==> src/rtl/if_fetch_pkg.sv <==
// if_fetch_pkg: shared core constants and the fetch buffer entry type.
package if_fetch_pkg;
    localparam int XLEN = 32;
    localparam logic [XLEN-1:0] RESET_PC_DEF = 32'h0000_0000;
    localparam logic [XLEN-1:0] NOP_INSTR_DEF = 32'h0000_0013;

    typedef struct packed {
        logic [XLEN-1:0] pc;
        logic [XLEN-1:0] instr;
    } fetch_entry_t;

    function automatic logic [XLEN-1:0] word_align(input logic [XLEN-1:0] a);
        return {a[XLEN-1:2], 2'b00};
    endfunction
endpackage

==> src/rtl/if_fetch_if.sv <==
// if_fetch_if: IRAM read port and decode handshake of the fetch stage.
interface if_fetch_if;
    import if_fetch_pkg::*;
    logic mem_rd;
    logic mem_wr;
    logic [XLEN-1:0] addr;
    logic [XLEN-1:0] rdata;
    logic if_valid;
    logic id_ready;
    logic [XLEN-1:0] if_pc;
    logic [XLEN-1:0] if_instr;

    modport master(output mem_rd, mem_wr, addr, if_valid, if_pc, if_instr, input rdata, id_ready);
    modport slave(input mem_rd, mem_wr, addr, if_valid, if_pc, if_instr, output rdata, id_ready);
endinterface

==> src/rtl/if_fetch_buf.sv <==
// if_fetch_buf: 2-entry {pc, instr} FIFO; flush beats push, an empty head reads as {0, NOP}.
module if_fetch_buf
    import if_fetch_pkg::*;
#(
    parameter logic [XLEN-1:0] NOP_INSTR = NOP_INSTR_DEF
) (
    input  logic         sclk,
    input  logic         rst,
    input  logic         push,
    input  logic         pop,
    input  logic         flush,
    input  fetch_entry_t din,
    output logic [1:0]   count,
    output fetch_entry_t head
);
    localparam fetch_entry_t EMPTY = '{pc: '0, instr: NOP_INSTR};

    fetch_entry_t mem [2];
    logic wr_ptr;
    logic rd_ptr;

    always_ff @(posedge sclk) begin
        if (rst) begin
            mem <= '{EMPTY, EMPTY};
            wr_ptr <= 1'b0;
            rd_ptr <= 1'b0;
            count <= 2'd0;
        end else if (flush) begin
            wr_ptr <= 1'b0;
            rd_ptr <= 1'b0;
            count <= 2'd0;
        end else begin
            if (push) begin
                mem[wr_ptr] <= din;
                wr_ptr <= !wr_ptr;
            end
            if (pop) rd_ptr <= !rd_ptr;
            count <= count + {1'b0, push} - {1'b0, pop};
        end
    end

    assign head = (count == 2'd0) ? EMPTY : mem[rd_ptr];
endmodule

==> src/rtl/if_fetch.sv <==
// if_fetch: sequential PC generation and IRAM read issue, with a 2-deep buffer
// absorbing the 1-cycle read latency in front of decode.
module if_fetch
    import if_fetch_pkg::*;
#(
    parameter logic [XLEN-1:0] RESET_PC  = RESET_PC_DEF,
    parameter logic [XLEN-1:0] NOP_INSTR = NOP_INSTR_DEF
) (
    input  logic            sclk,
    input  logic            rst,
    input  logic            fetch_en,
    input  logic            redirect_vld,
    input  logic [XLEN-1:0] redirect_pc,
    if_fetch_if.master      bus
);
    logic [XLEN-1:0] pc_req;
    logic [XLEN-1:0] inflight_pc;
    logic inflight;
    logic stale;
    logic issue;
    logic pop;
    logic push;
    logic [1:0] count;
    logic [2:0] occupancy;
    fetch_entry_t head;
    fetch_entry_t din;

    // The read issued last cycle returns during the redirect cycle itself, so that is the one dropped.
    assign stale = redirect_vld;
    assign pop = bus.if_valid & bus.id_ready;
    assign push = inflight & !stale;
    assign occupancy = {1'b0, count} + {2'b0, push} - {2'b0, pop};
    assign issue = !rst & fetch_en & (redirect_vld | (occupancy < 3'd2));

    assign bus.mem_rd = issue;
    assign bus.mem_wr = 1'b0;
    assign bus.addr = rst ? RESET_PC : redirect_vld ? word_align(redirect_pc) : pc_req;
    assign bus.if_valid = !rst & (count != 2'd0);
    assign bus.if_pc = rst ? '0 : head.pc;
    assign bus.if_instr = rst ? NOP_INSTR : head.instr;
    assign din = '{pc: inflight_pc, instr: bus.rdata};

    always_ff @(posedge sclk) begin
        if (rst) begin
            pc_req <= RESET_PC;
            inflight <= 1'b0;
            inflight_pc <= '0;
        end else begin
            pc_req <= bus.addr + (issue ? 32'd4 : 32'd0);
            inflight <= issue;
            if (issue) inflight_pc <= bus.addr;
        end
    end

    if_fetch_buf #(.NOP_INSTR(NOP_INSTR)) u_buf (
        .sclk(sclk),
        .rst(rst),
        .push(push),
        .pop(pop),
        .flush(redirect_vld),
        .din(din),
        .count(count),
        .head(head)
    );
endmodule

==> src/flat_wrapper.sv <==
// flat-port wrapper written by rule: the top's interface ports become plain ports
module if_fetch_flat import if_fetch_pkg::*;
#(
    parameter logic [XLEN-1:0] RESET_PC  = RESET_PC_DEF,
    parameter logic [XLEN-1:0] NOP_INSTR = NOP_INSTR_DEF
)
  (sclk, rst, fetch_en, redirect_vld, redirect_pc, bus_mem_rd, bus_mem_wr, bus_addr, bus_if_valid, bus_if_pc, bus_if_instr, bus_rdata, bus_id_ready);
  if_fetch_if bus_i ();
  input  logic sclk;
  input  logic rst;
  input  logic fetch_en;
  input  logic redirect_vld;
  input  logic [XLEN-1:0] redirect_pc;
  output wire logic [$bits(bus_i.mem_rd)-1:0] bus_mem_rd;
  output wire logic [$bits(bus_i.mem_wr)-1:0] bus_mem_wr;
  output wire logic [$bits(bus_i.addr)-1:0] bus_addr;
  output wire logic [$bits(bus_i.if_valid)-1:0] bus_if_valid;
  output wire logic [$bits(bus_i.if_pc)-1:0] bus_if_pc;
  output wire logic [$bits(bus_i.if_instr)-1:0] bus_if_instr;
  input wire logic [$bits(bus_i.rdata)-1:0] bus_rdata;
  input wire logic [$bits(bus_i.id_ready)-1:0] bus_id_ready;
  assign bus_mem_rd = bus_i.mem_rd;
  assign bus_mem_wr = bus_i.mem_wr;
  assign bus_addr = bus_i.addr;
  assign bus_if_valid = bus_i.if_valid;
  assign bus_if_pc = bus_i.if_pc;
  assign bus_if_instr = bus_i.if_instr;
  assign bus_i.rdata = bus_rdata;
  assign bus_i.id_ready = bus_id_ready;
  if_fetch #(.RESET_PC(RESET_PC), .NOP_INSTR(NOP_INSTR)) u_core (.sclk(sclk), .rst(rst), .fetch_en(fetch_en), .redirect_vld(redirect_vld), .redirect_pc(redirect_pc), .bus(bus_i));
endmodule
==> config.mk <==
export PLATFORM = sky130hd
export DESIGN_NAME = if_fetch_flat
export DESIGN_NICKNAME = d
export VERILOG_FILES = /design/src/rtl/if_fetch_pkg.sv /design/src/rtl/if_fetch_if.sv /design/src/rtl/if_fetch_buf.sv /design/src/rtl/if_fetch.sv /design/src/flat_wrapper.sv
export SDC_FILE = /design/constraint.sdc
export NUM_CORES = 1
export LEC_CHECK = 0
export CAP_MARGIN = 20
export CORE_MARGIN = 5
export CORE_UTILIZATION = 40
export CTS_CLUSTER_DIAMETER = 150
export DETAILED_ROUTE_END_ITERATION = 10
export RECOVER_POWER = 25
export SLEW_MARGIN = 20
export SYNTH_ARGS = -nofsm -noshare
export SYNTH_HDL_FRONTEND = slang
export SYNTH_SLANG_ARGS = --single-unit
==> constraint.sdc <==
create_clock -name sclk -period 8.1 [get_ports sclk]
set_input_delay 1.62 -clock sclk [delete_from_list [all_inputs] [get_ports sclk]]
set_output_delay 1.62 -clock sclk [all_outputs]
set_load 0.02 [all_outputs]
**Word-level counts from Yosys, hierarchy flattened**

Cells that the tools add are included.

- Register bits: 197
- Bits of input ports: 69
- Output and inout port bits: 99
- Logic and storage cells: 49

- Add/subtract/negate cells: 5
- Magnitude comparators: 4
- Mux-type cells: 12
- Bitwise gates (word level): 9
- Reductions and logical operators: 9

Operator list:

| kind | number |
|---|---|
| $mux W64 | 5 |
| $bwmux W128 | 1 |
| $mux W32 | 4 |
| $demux W64 S1 | 1 |
| $add A32 B32 Y32 | 1 |
| $and A1 B1 Y1 | 5 |
| $ge A2 B2 Y1 const B | 2 |
| $logic_not A1 Y1 | 4 |
| $not A1 Y2 | 2 |
| $add A2 B1 Y3 | 1 |
| $lt A3 B2 Y1 const B | 1 |
| $mux W3 | 1 |
| $sub A3 B1 Y3 | 1 |
| $add A2 B1 Y2 | 1 |
| $logic_not A2 Y1 | 1 |
| $lt A2 B1 Y1 const B | 1 |
| $reduce_and A2 Y1 | 1 |
| $reduce_bool A2 Y1 | 1 |
| $reduce_or A2 Y1 | 1 |
| $sub A2 B1 Y2 | 1 |
| $logic_and A1 B1 Y1 | 1 |
| $not A1 Y1 | 1 |
| $or A1 B1 Y1 | 1 |

**Depth between registers and ports, before layout**

Gate-level depths: netlist of run 1.

- Word-level depth: 9
- Depth in mapped cells: 20

**By module**

A second synthesis of run 1 with hierarchy kept.

- Cells, all modules: 1099
- Area, all modules: 10132.2 µm²

By module, submodules not included:

| module | instances | cells an instance | area each (µm²) |
|---|---|---|---|
| if_fetch_buf | 1 | 647 | 6398.6 |
| if_fetch | 1 | 452 | 3733.6 |

**Worst setup path after synthesis of run 1**

OpenSTA, ideal clock, no wires.

- Path kind: input to register
- From: input rst
- To: register u_core.pc_req[30]
- Setup time: 0.123 ns
- Arrival: 5.830 ns
- Required time: 7.977 ns
- Slack: 2.146 ns
- Cell stages on the path: 20
- Path buffers: 3
- Cells stage by stage: buf_2 > or2_2 > clkbuf_1 > inv_1 > and2_1 > ha_1 > inv_1 > ha_1 > fa_1 > xnor2_1 > nor2_1 > o21ai_2 > buf_2 > nor2_1 > ha_1 > ha_1 > nor3b_2 > nand4_1 > nor4_2 > mux2_1

- Longest elaborated chain between the ends: 9
- Elaborated cells on any way between the ends: 11

RTL lines:

| item | line | RTL |
|---|---|---|
| from (decl) | flat_wrapper.sv:10 | `input logic rst;` |
| $logic_not A1 Y1 | if_fetch.sv:38 | `assign bus.if_valid = !rst & (count != 2'd0);` |
| $and A1 B1 Y1 | if_fetch.sv:38 |  |
| via bus_if_valid | flat_wrapper.sv:17 | `output wire logic [$bits(bus_i.if_valid)-1:0] bus_if_valid;` |
| $and A1 B1 Y1 | if_fetch.sv:30 | `assign pop = bus.if_valid & bus.id_ready;` |
| via u_core.pop | if_fetch.sv:21 | `logic pop;` |
| $sub A3 B1 Y3 | if_fetch.sv:32 | `assign occupancy = {1'b0, count} + {2'b0, push} - {2'b0, pop};` |
| $lt A3 B2 Y1 | if_fetch.sv:33 | `assign issue = !rst & fetch_en & (redirect_vld \| (occupancy < 3'd2));` |
| $or A1 B1 Y1 | if_fetch.sv:33 |  |
| $and A1 B1 Y1 | if_fetch.sv:33 |  |
| via bus_mem_rd | flat_wrapper.sv:14 | `output wire logic [$bits(bus_i.mem_rd)-1:0] bus_mem_rd;` |
| $mux W3 | if_fetch.sv:49 | `pc_req <= bus.addr + (issue ? 32'd4 : 32'd0);` |
| $add A32 B32 Y32 | if_fetch.sv:49 |  |
| to (signal assigned) | if_fetch.sv:49 |  |
| to (decl) | if_fetch.sv:16 | `logic [XLEN-1:0] pc_req;` |

The timed path passes the listed nets, and every way through them passes these cells.
A chain may end at the register's enable or synchronous reset.

**Worst setup path after layout of run 1**

- From: input rst
- To: output bus_mem_rd

- Longest elaborated chain between the ends: 7
- Elaborated cells on any way between the ends: 8

RTL lines:

| item | line |
|---|---|
| $logic_not A1 Y1 | if_fetch.sv:38 |
| $and A1 B1 Y1 | if_fetch.sv:38 |
| $and A1 B1 Y1 | if_fetch.sv:30 |
| via u_core.pop | if_fetch.sv:21 |
| $sub A3 B1 Y3 | if_fetch.sv:32 |
| $lt A3 B2 Y1 | if_fetch.sv:33 |
| $or A1 B1 Y1 | if_fetch.sv:33 |
| $and A1 B1 Y1 | if_fetch.sv:33 |
| to (decl) | flat_wrapper.sv:14 |

The timed path passes the listed nets, and every way through them passes these cells.

==> impl_metrics.py, run 1 <==
metrics = {
    "outcome": {
        "outcome": "finished, violations left",
        "violations": "capacitance limit, slew limit",
    },
    "synthesis": {
        "synth_nets": 1176,
        "yosysMostFrequentCell": "nand2_1",
        "synth_area_um2": 8815,
        "synth-main-ff-cell": "dfxtp_1",
        "syn_inst": 1102,
        "synth_common_cells": "nand2_1, dfxtp_1, a21oi_1, nor2_1, mux2i_1",
        "syn_area_per_cell_um2": 7.999,
        "yosysSeqAreaShare_pct": 44.74,
        "synth_top_area_share_pct": 44.74,
        "synthArstFlopShare_pct": 0,
        "ys_types": 51,
        "ys.warnings.count": 0,
        "synth_edf_count": 0,
        "synth_top_cell_by_area": "dfxtp_1",
        "synth_area_leaders": "dfxtp_1, nand2_1, mux2i_1, a21oi_1, nor2_1",
        "ys_ff_latch": 197,
    },
    "hold_path": {
        "hold_class": "reg -> reg",
    },
    "global_routing": {
        "grt_use_met2_pct": 27.85,
        "antenna_found_initial": 0,
        "grt.overflow.total": 0,
        "grt_pass1_vias": 6832,
        "grt_util_met3_pct": 3.452,
        "grt_start_max_net_pins": 112,
        "grt_use_total_pct": 18.05,
        "top_usage_layer": "met2",
        "met1_usage_pct": 26.18,
        "grt_pass1_wl_um": 36320,
    },
    "clock_network": {
        "tritoncts": "done",
        "cts.sinks": 197,
        "cts_hold_buf": 0,
        "cts-root-buf": "clkbuf_16",
        "htree_num_levels": 4,
        "worstSkewPairLatency_ps": 420,
        "cts_setup_buffers": 0,
        "cts_resized": 0,
        "numCtsBuffers": 17,
        "clock_path_buffers": 2,
        "path_clk_slew_ps": 70,
    },
    "sta": {
        "setup_slack_ps": 1484,
        "fin_setup_tns_ps": 0,
        "setup_viol": 0,
        "period_minus_slack_ps": 6616,
        "period_share_pct": 81.68,
        "max_freq_mhz": 151.1,
        "slew_viol_final": 170,
        "finalHoldViolations": 0,
        "worst_pin_slew_ps": 2132,
        "clock_skew_ps": 8.885,
        "rsz0062_at_grt": "false",
        "max_slew_margin_pct": -42.14,
    },
    "finish": {
        "area_growth_pct": 26.25,
        "post-route-util_pct": 51.15,
        "fillCellCount": 2152,
        "antenna_cells": 0,
        "drive_gt1_share_pct": 5.212,
        "nets": 1290,
    },
    "setup_path": {
        "critPathKind": "in -> out",
        "start_kind": "primary input",
        "arrival_ps": 5000,
        "path_max_fanout": 111,
        "required_ps": 6480,
        "cp-end-kind": "primary output",
    },
    "route": {
        "route.detailed.drc": 0,
        "dr.pass1.iters": 4,
        "post_drt_wl_per_cell_um": 15.16,
        "vias_per_cell": 4.909,
        "ant_nets": 0,
        "drt_first_iter_violations": 414,
        "num_vias": 7403,
        "totalWireLength_um": 22870,
    },
    "die": {
        "die_area_um2": 25100,
        "io_pins": 168,
        "start_util_pct": 40.52,
        "die_h_um": 158.4,
        "rows": 54,
        "placeableCoreArea_um2": 21760,
        "die_x_um": 158.4,
    },
    "place": {
        "dp_hpwl_um": 14420,
        "gp_congestion": 0.7246,
        "io_buffers": 164,
        "dp_slack_ps": 1425,
    },
    "pwr": {
        "p_per_area_nw_per_um2": 186.6,
        "leakage_nw": 3.694,
        "finalPower_mw": 2.077,
        "vdd_drop_max_uv": 144.1,
    },
    "run": {
        "drv_cap": 5,
    },
}
power breakdown:
| part | internal (mW) | switching [mW] | leakage [nW] |
|---|---|---|---|
| logic | 0.0777 | 0.106 | 1.80 |
| registers | 0.990 | 0.0128 | 1.60 |
| clock network | 0.518 | 0.373 | 0.294 |
| total | 1.59 | 0.491 | 3.69 |
kinds of logic (layout without fill, tap and decap cells):
kind of cell / Yosys count / after routing / synth area share, %
AND/OR/NAND/NOR: 516 / 516 / 25.55
XOR/XNOR: 24 / 24 / 2.385
flip-flops: 197 / 197 / 44.74
other: 1 / 1 / 0.04254
buffers and inverters: 86 / 212 / 4.414
AO/OA/AOI/OAI: 175 / 175 / 10.87
adder cells (fa/ha/maj): 5 / 5 / 0.7949
multiplexers: 98 / 98 / 11.20
flip-flops by register name (all words and copies together), names as in the netlist:
name,flops
u_core.u_buf.count,2
u_core.inflight,1
u_core.u_buf.rd_ptr,1
u_core.u_buf.wr_ptr,1
u_core.inflight_pc,32
u_core.pc_req,32
u_core.u_buf.mem,128
placed cells by master, fill, tap and decap left out, types with 3 or more instances in the layout:
master / count
bufinv_16: 4
ha_1: 4
clkbuf_1: 6
nor2b_1: 4
and2_1: 7
nand4_2: 3
clkbuf_16: 17
xor2_1: 11
inv_6: 3
clkinv_2: 3
o21ai_1: 3
a21oi_1: 157
buf_4: 6
dfxtp_1: 196
nand2b_1: 3
nand3_1: 10
mux2_1: 5
nor2_2: 4
xnor2_1: 13
inv_1: 7
nand3_2: 3
nor2_1: 105
nor4_2: 3
o21ai_0: 3
nand3b_1: 12
a211oi_1: 3
nor4_1: 3
mux2i_1: 93
clkdlybuf4s50_1: 162
nand2_1: 341
metrics by stage:
| step | hold slack, ps | cells | instance area (um^2) |
|---|---|---|---|
| 2_1_floorplan | 420.9 | 1102 | 8815 |
| 3_3_place_gp | 434.1 | 1476 | 10530 |
| 3_5_place_dp | 439.0 | 1476 | 10530 |
| 4_1_cts | 455.3 | 1507 | 11140 |
| 5_1_grt | 471.0 | 1508 | 11130 |
| 6_report | 451.5 | 1508 | 11130 |
worst max-delay path, cell delays in order:
cell and delay (ps):
buf_6 630, or2_2 250, inv_1 110, and2_1 220, ha_1 280, inv_1 40, ha_1 180, fa_1 370
xnor2_1 130, nor2_1 170, o21ai_2 80, nor2_1 240, clkdlybuf4s50_1 670
routing by layer:
layer  wire length (um)  vias up
met5                  0        -
met4                190        0
met3               1324       14
met2              10290      177
met1              11060     3367
li1                   -     3845
cell type report:
type	count	area, um^2	area share (%)
well taps	280	350.3	3.148
repair buffers	174	1713	15.39
multi-input cells	819	4482	40.27
flip-flops and latches	197	3948	35.47
inverters	7	26.28	0.2361
clock inverters	12	176.4	1.585
clock buffers	19	432.9	3.890
final timing paths:
kind | from | slack (ps) | to | cells past startpoint
setup / recovery | rst | 1480 | bus_mem_rd | 13
hold / removal | u_core.pc_req[1] | 450 | u_core.pc_req[1] | 1
setup reg to reg | u_core.u_buf.count[1] | 3680 | u_core.pc_req[31] | 16
hold reg to reg | u_core.pc_req[1] | 450 | u_core.pc_req[1] | 1
No activity file was read; power rests on OpenSTA's default activity.
==> run 2: changes to the inputs <==
==> constraint.sdc (replaced) <==
create_clock -name sclk -period 6.5 [get_ports sclk]
set_input_delay 1.3 -clock sclk [delete_from_list [all_inputs] [get_ports sclk]]
set_output_delay 1.3 -clock sclk [all_outputs]
set_load 0.02 [all_outputs]
==> run 2 against run 1 <==
The flow still finishes with violations (capacitance limit, slew limit). Register-to-register slack got worse by 1600 ps. Largest cell class unchanged. Critical path type unchanged. Wire length increased by 0.61%. Largest power group unchanged. Clock skew increased by 3.1 ps. Combinational power increased by 24%. Via count increased by 0.53%. Sequential share of layout area increased by 0.14 points.
==> impl_metrics.py, run 2 (synthesis gave the netlist of run 1 again) <==
metrics = {
    "clock_network": {
        "tritoncts": "done",
        "cts_setup_buffers": 0,
        "htree_num_levels": 4,
        "numCtsBuffers": 17,
        "clock_path_buffers": 2,
        "path_clk_slew_ps": 70,
        "cts_resized": 0,
        "cts_hold_buf": 0,
        "cts.sinks": 197,
        "cts-root-buf": "clkbuf_16",
        "worstSkewPairLatency_ps": 430,
    },
    "die": {
        "die_area_um2": 25100,
        "die_x_um": 158.4,
        "start_util_pct": 40.52,
        "die_h_um": 158.4,
        "rows": 54,
        "placeableCoreArea_um2": 21760,
        "io_pins": 168,
    },
    "finish": {
        "nets": 1290,
        "fin_cells": 1508,
        "drive_gt1_share_pct": 5.456,
        "antenna_cells": 0,
        "fillCellCount": 2192,
        "fin_area_um2": 11080,
        "multiInputGateArea_um2": 4497,
        "reg.largest.list": "u_core.u_buf.mem x128, u_core.inflight_pc x32, u_core.pc_req x32",
        "area_growth_pct": 25.73,
        "layout_common_cells": "nand2_1, dfxtp_1, clkdlybuf4s50_1",
        "largest_reg_flops": 128,
        "final_common_cell": "nand2_1",
        "largest_register": "u_core.u_buf.mem",
        "regArea_um2": 3948,
    },
    "setup_path": {
        "max_stage_delay_ps": 660,
        "arrival_ps": 4290,
        "critPathKind": "in -> out",
        "start_kind": "primary input",
        "cp-end-kind": "primary output",
        "r2r-start": "u_core.u_buf.count[1]",
        "rr_endpoint": "u_core.pc_req[31]",
        "cpMaxStageDelayCell": "clkdlybuf4s50_1",
        "required_ps": 5200,
        "path_max_fanout": 40,
        "r2r_cells": 16,
        "path_cells": "buf_6 -> or2_2 -> inv_1 -> and2_0 -> ha_1 -> inv_1 -> ha_1 -> fa_1 -> nor2_1 -> o21ai_2 -> nor2_1 -> clkdlybuf4s50_1",
        "reg2reg_slack_ps": 2060,
    },
    "sta": {
        "worst_pin_slew_ps": 2105,
        "rsz0062_at_grt": "false",
        "max_freq_mhz": 179.0,
        "clock_skew_ps": 11.94,
        "fin_setup_tns_ps": 0,
        "setup_viol": 0,
        "slew_viol_final": 100,
        "period_minus_slack_ps": 5586,
        "period_share_pct": 85.94,
        "finalHoldViolations": 0,
        "max_slew_margin_pct": -40.36,
    },
    "global_routing": {
        "antenna_found_initial": 0,
        "grt_pass1_vias": 7059,
        "grt_use_total_pct": 18.23,
        "grt_pass1_wl_um": 36920,
        "grt_start_max_net_pins": 95,
        "grt.overflow.total": 0,
    },
    "pwr": {
        "p_int_mw": 1.878,
        "power_switching_mw": 0.6143,
        "leakage_nw": 3.660,
        "p_seq_share_pct": 50.2,
        "vdd_drop_max_uv": 159.0,
        "switching_share_pct": 24.65,
        "combPwrFrac_pct": 9.2,
        "p_per_area_nw_per_um2": 224.9,
        "clkPwrFrac_pct": 40.6,
    },
    "route": {
        "vias_per_cell": 4.935,
        "dr.pass1.iters": 5,
        "totalWireLength_um": 23000,
        "post_drt_wl_per_cell_um": 15.25,
        "ant_nets": 0,
        "drt_first_iter_violations": 378,
        "route.detailed.drc": 0,
        "num_vias": 7442,
    },
    "hold_path": {
        "hold_class": "reg -> reg",
        "min_from": "u_core.u_buf.mem[5]",
        "holdPathEnd": "u_core.u_buf.mem[5]",
        "hold_depth": 2,
    },
    "place": {
        "io_buffers": 164,
        "dpl.cell_count": 1477,
        "gp_congestion": 0.7463,
        "dp_hpwl_um": 14690,
        "place_area_um2": 10540,
    },
    "run": {
        "drv_cap": 3,
    },
    "outcome": {
        "violations": "capacitance limit, slew limit",
        "outcome": "finished, violations left",
    },
}
[run 2: cell type report]
class	instances	share of cell area (%)
inverter	7	0.2371
clock inverter	11	0.9144
multi-input combinational	819	40.57
timing repair buffer	174	15.38
clock buffer	20	4.121
sequential	197	35.62
tap	280	3.161
[run 2: critical path: cells and delay by family]
kind / cells / cell delay, ps
AO/OA/AOI/OAI: 1 / 70
adder cells (fa/ha/maj): 3 / 830
buffers and inverters: 4 / 1080
AND/OR/NAND/NOR: 4 / 1000
[run 2: power groups by stage]
stage / combinational [mW] / clock, mW / sequential [mW]
after floorplan: 0.135 / 0 / 1.27
after global placement: 0.229 / 0 / 1.28
after detailed placement: 0.230 / 0 / 1.28
after CTS: 0.231 / 1.04 / 1.25
after global routing: 0.250 / 1.10 / 1.25
final: 0.228 / 1.01 / 1.25
[run 2: metal layers]
| metal | track usage (%) | up-vias | wire length [um] |
|---|---|---|---|
| met4 | 3.412 | 0 | 127 |
| met1 | 25.82 | 3438 | 11230 |
| met5 | 0 | - | 0 |
| li1 | - | 3843 | - |
| met2 | 29.20 | 154 | 10510 |
| met3 | 3.642 | 7 | 1142 |
[run 2: worst max-delay path by stage]
stage	cells after the start	start	to	slack (ps)
floorplan	20	rst	u_core.pc_req[30]	870
global placement	16	rst	u_core.pc_req[31]	900
detailed placement	16	rst	u_core.pc_req[31]	850
CTS	12	rst	bus_mem_rd	900
global route	12	rst	bus_mem_rd	730
finish	12	rst	bus_mem_rd	910
[run 2: through the flow]
step / power, mW / util [%] / hold slack (ps) / worst slack [ps]
global route: 2.600 / 50.94 / 467.5 / 726.8
global placement: 1.507 / 48.43 / 433.6 / 903.9
detailed placement: 1.508 / 48.43 / 435.6 / 845.5
finish: 2.492 / 50.94 / 453.6 / 914.0
floorplan: 1.409 / - / 420.9 / 866.3
CTS: 2.525 / 50.99 / 455.4 / 896.3
==> run 3: changes to the inputs <==
--- a/config.mk
+++ b/config.mk
@@ -10,6 +10,7 @@
 export CORE_UTILIZATION = 40
 export CTS_CLUSTER_DIAMETER = 150
 export DETAILED_ROUTE_END_ITERATION = 10
+export GPL_TIMING_DRIVEN = 0
 export RECOVER_POWER = 25
 export SLEW_MARGIN = 20
 export SYNTH_ARGS = -nofsm -noshare
==> run 3 against run 2 <==
The run now ends clean. Clock skew is 4.7 ps lower. Clock power up 11%. Clock-buffer cell count stayed put. Sequential power about the same. Core utilization grew 1.4 points. Cell count is 4.4% higher. Fmax decreased by 9.5%. Flip-flop and latch count is the same. Hold slack lost 0.78 ps. Largest cell class unchanged. Largest power group unchanged.
==> impl_metrics.py, run 3 (synthesis gave the netlist of run 1 again) <==
metrics = {
    "finish": {
        "post-route-util_pct": 52.39,
        "fin_area_um2": 11400,
        "drive_gt1_share_pct": 5.483,
        "fillCellCount": 2134,
        "fin_cells": 1575,
        "multiInputGateArea_um2": 4482,
        "antenna_cells": 0,
        "largest_register": "u_core.u_buf.mem",
        "nets": 1357,
        "final_common_cell": "nand2_1",
        "largest_reg_flops": 128,
        "reg.largest.list": "u_core.u_buf.mem x128, u_core.inflight_pc x32, u_core.pc_req x32",
        "area_growth_pct": 29.31,
        "layout_common_cells": "nand2_1, dfxtp_1, clkdlybuf4s50_1",
        "regArea_um2": 3944,
    },
    "route": {
        "vias_per_cell": 4.942,
        "totalWireLength_um": 25280,
        "dr.pass1.iters": 5,
        "post_drt_wl_per_cell_um": 16.05,
        "ant_nets": 0,
        "num_vias": 7784,
        "drt_first_iter_violations": 339,
        "route.detailed.drc": 0,
    },
    "sta": {
        "fin_setup_tns_ps": 0,
        "worst_pin_slew_ps": 811.7,
        "slew_viol_final": 0,
        "setup_viol": 0,
        "max_freq_mhz": 162.1,
        "finalHoldViolations": 0,
        "period_minus_slack_ps": 6170,
        "hold-worst-slack_ps": 452.8,
        "period_share_pct": 94.92,
        "max_slew_margin_pct": 45.68,
        "rsz0062_at_grt": "false",
        "clock_skew_ps": 7.240,
    },
    "setup_path": {
        "cp-end-kind": "primary output",
        "r2r_cells": 18,
        "path_buf_inv": 7,
        "arrival_ps": 4870,
        "start_kind": "primary input",
        "worst-path-stages": 8,
        "path_max_fanout": 10,
        "required_ps": 5200,
        "cpMaxStageDelayCell": "clkdlybuf4s50_1",
        "max_stage_delay_ps": 580,
        "cpMostUsedCell": "clkbuf_1",
        "critPathKind": "in -> out",
        "path_cells": "buf_2 -> clkbuf_1 -> clkbuf_1 -> clkbuf_1 -> clkbuf_1 -> buf_1 -> nor2_1 -> clkdlybuf4s50_1",
        "crit_family": "buffers and inverters",
    },
    "place": {
        "dp_hpwl_um": 18640,
        "io_buffers": 163,
        "gp_congestion": 0.8365,
        "dpl.cell_count": 1545,
        "place_area_um2": 10800,
    },
    "hold_path": {
        "hold_depth": 2,
        "hold_class": "reg -> reg",
    },
    "clock_network": {
        "cts_setup_buffers": 0,
        "cts-root-buf": "clkbuf_16",
        "htree_num_levels": 4,
        "cts_hold_buf": 0,
        "worstSkewPairLatency_ps": 430,
        "cts.sinks": 197,
        "path_clk_slew_ps": 70,
        "cts_resized": 0,
        "numCtsBuffers": 17,
        "clock_path_buffers": 2,
        "tritoncts": "done",
    },
    "global_routing": {
        "grt_start_max_net_pins": 17,
        "grt.overflow.total": 0,
        "grt_use_total_pct": 20.23,
        "grt_pass1_wl_um": 39980,
        "grt_pass1_vias": 7594,
        "antenna_found_initial": 0,
    },
    "die": {
        "die_x_um": 158.4,
        "rows": 54,
        "die_h_um": 158.4,
        "io_pins": 168,
        "start_util_pct": 40.52,
        "placeableCoreArea_um2": 21760,
        "die_area_um2": 25100,
    },
    "pwr": {
        "p_per_area_nw_per_um2": 229.8,
        "leakage_nw": 3.789,
        "vdd_drop_max_uv": 169.0,
    },
    "run": {
        "drv_cap": 0,
    },
    "outcome": {
        "outcome": "completed",
    },
}
==> run 3: path summary, 6_finish.rpt <==
path                              start                   to  slack [ps]
setup / recovery                    rst           bus_mem_rd         330
hold / removal      u_core.u_buf.mem[7]  u_core.u_buf.mem[7]         450
setup reg to reg  u_core.u_buf.count[1]    u_core.pc_req[30]        1500
hold reg to reg     u_core.u_buf.mem[7]  u_core.u_buf.mem[7]         450
==> run 3: layer usage <==
layer / routed length [um] / part of all wire (%) / vias up / global-route usage, %
li1: - / - / 3990 / -
met1: 12130 / 48 / 3549 / 28.39
met2: 11160 / 44 / 209 / 31.50
met3: 1401 / 5.5 / 36 / 3.724
met4: 589 / 2.3 / 0 / 6.702
met5: 0 / 0 / - / 0
==> run 3: power by group <==
group	internal, mW	switching (mW)	total (mW)
clock	0.656	0.466	1.12
sequential	1.23	0.0170	1.25
combinational	0.102	0.144	0.246
total	1.99	0.626	2.62
==> run 3: stage by stage <==
| stage | worst slack, ps | power [mW] |
|---|---|---|
| 6_report | 330.4 | 2.619 |
| 5_1_grt | 93.13 | 2.716 |
| 4_1_cts | 335.4 | 2.643 |
| 3_5_place_dp | -158.3 | 1.526 |
| 3_3_place_gp | -68.40 | 1.525 |
| 2_1_floorplan | 866.3 | 1.409 |
==> run 3: worst min-delay path: stages, from the launching register on <==
cell and delay, ps:
dfxtp_1 310, nand2_1 50, a21oi_1 50
==> run 3: final cells by class <==
class / count / share of cell area (%)
plain buffers: 78 / 3.008
clock buffers: 20 / 3.919
clock inverters: 11 / 1.537
inverters: 7 / 0.2305
multi-input cells: 819 / 39.32
flip-flops and latches: 197 / 34.60
well taps: 280 / 3.074
repair buffers: 163 / 14.31
==> RTL edit, RTL diff (flow settings as in run 3) <==
Make the reset (`rst`) asynchronous in 2 clocked blocks.
--- a/src/rtl/if_fetch_buf.sv
+++ b/src/rtl/if_fetch_buf.sv
@@ -19,7 +19,7 @@
     logic wr_ptr;
     logic rd_ptr;
 
-    always_ff @(posedge sclk) begin
+    always_ff @(posedge sclk or posedge rst) begin
         if (rst) begin
             mem <= '{EMPTY, EMPTY};
             wr_ptr <= 1'b0;
--- a/src/rtl/if_fetch.sv
+++ b/src/rtl/if_fetch.sv
@@ -40,7 +40,7 @@
     assign bus.if_instr = rst ? NOP_INSTR : head.instr;
     assign din = '{pc: inflight_pc, instr: bus.rdata};
 
-    always_ff @(posedge sclk) begin
+    always_ff @(posedge sclk or posedge rst) begin
         if (rst) begin
             pc_req <= RESET_PC;
             inflight <= 1'b0;
Formal check against the unedited RTL: same outputs for any inputs over 4 cycles, from zero or initial values and one cycle with rst high; that may be too few to reach the edited logic, so the function may still have changed.
==> RTL edit against run 3 <==
- the flow now finishes with violations (max-capacitance violations, max-slew violations)
- design area increased by 6.5%
- setup slack improved by 0.082 ns
- worst hold slack improved by 0.053 ns
- sequential cell count is the same
- synthesized area is 5.6% higher
- routed wire length down 5.3%
Power is not compared: it rests on default switching activity, and its combinational part moved more than twofold at a synthesized area within 25%.
==> RTL edit: results (changes against run 3) <==
| Metric | Value |
|---|---|
| Sequential fraction of the synthesis area | 53.0% (+8.3 points) |
| Worst Hold Launch | u_core.u_buf.mem[98] |
| M3 GR Usage | 3.82% (+0.098 points) |
| CP endpoint | bus_mem_rd |
| Netlist cell types | 44 (-14%) |
| DRC violation count after routing | 0 (unchanged) |
| M1 wire length | 10.5 mm (-13%) |
| Largest net degree at the start of global routing | 34 (+17) |
| Reg2reg start | u_core.u_buf.count[1] |
| Slew Viols, Final | 28 (+28) |
| GP Congestion | 0.826 (-1.3%) |
| Main area contributors after synthesis | dfrtp_1, mux2_2, mux2i_1 |
| Status | finished with violations |
| Syn_nets | 807 (-31%) |
| Setup Buffers After CTS | 1 (+1) |
| Worst hold slack | 0.506 ns (+0.0531 ns) |
| Vias in the first global route | 6923 (-8.8%) |
| Share of layout cells above drive strength 1 | 28.5% (+23 points) |
| First-pass GRT wire length | 38.4 mm (-4.0%) |
| Hold EP | u_core.u_buf.mem[98] |
| Nets | 996 (-27%) |
| Most frequent cells after synthesis | dfrtp_1, mux2_2, nor2_1 |
| First-pass DRT Iterations | 4 (-1) |
| Final non-filler cell total | 1246 (-21%) |
| Clk slew on worst S/H paths | 0.07 ns (about the same) |
| Critical path fanouts, max | 33 (+23) |
| Setup WS pre-CTS | -0.0740 ns (+0.0843 ns) |
| R2r endpoint | u_core.pc_req[26] |
| Mapped Cells | 733 (-33%) |
| Hold Path Depth | 1 (-1) |
| Register Area | 0.00494 sq mm (+25%) |
| Post-synthesis async set-or-reset flop share | 100% (+100 points) |
| Input/output buffers | 162 (-0.61%) |
| Failing checks | max-capacitance violations, max-slew violations |
| Clock skew | 0.00910 ns (+0.00186 ns) |
| DR iter-0 viols | 251 (-26%) |
| M2 GR Usage | 31.2% (-0.32 points) |
| Routed len/inst | 19.2 microns (+20%) |
| Met1 GRT Util | 24.1% (-4.3 points) |
| Max_cap viols | 1 (+1) |
| Ys flop type | dfrtp_1 |
| DR WL met3 | 1.15 mm (-18%) |
| Fill count | 1953 (-8.5%) |
| Relative slew slack | -5.84% (-52 points) |
| Detailed Place HPWL | 18.0 mm (-3.2%) |
| All-Layer GR Usage | 18.5% (-1.7 points) |
RTL edit: final cells by class:
type | instances | share of cell area [%]
Clock buffer | 18 | 3.54
Timing Repair Buffer | 170 | 14.1
Sequential cell | 197 | 40.7
Buffer | 43 | 2.20
Clock inverter | 12 | 1.02
Inverter | 10 | 0.320
Multi-Input combinational cell | 483 | 34.9
Tap cell | 313 | 3.23
RTL edit: kinds of logic (layout without fill, tap and decap cells):
kind of cell,count (synthesis),count (layout),share of synthesized area [%]
xor+xnor,31,31,2.92
flops,197,197,53.0
buf+inv,53,253,2.78
mux,255,255,29.6
fa+ha+maj,5,5,0.753
simple gates,178,178,9.61
other cells,1,1,0.0403
compound gates,13,13,1.26
RTL edit: power breakdown:
part | leakage, uW | switching [uW] | internal, uW | total [uW]
logic | 0.00237 | 341 | 432 | 772
registers | 0.00256 | 155 | 1540 | 1690
clock network | 0.000257 | 482 | 533 | 1010
total | 0.00518 | 978 | 2500 | 3480
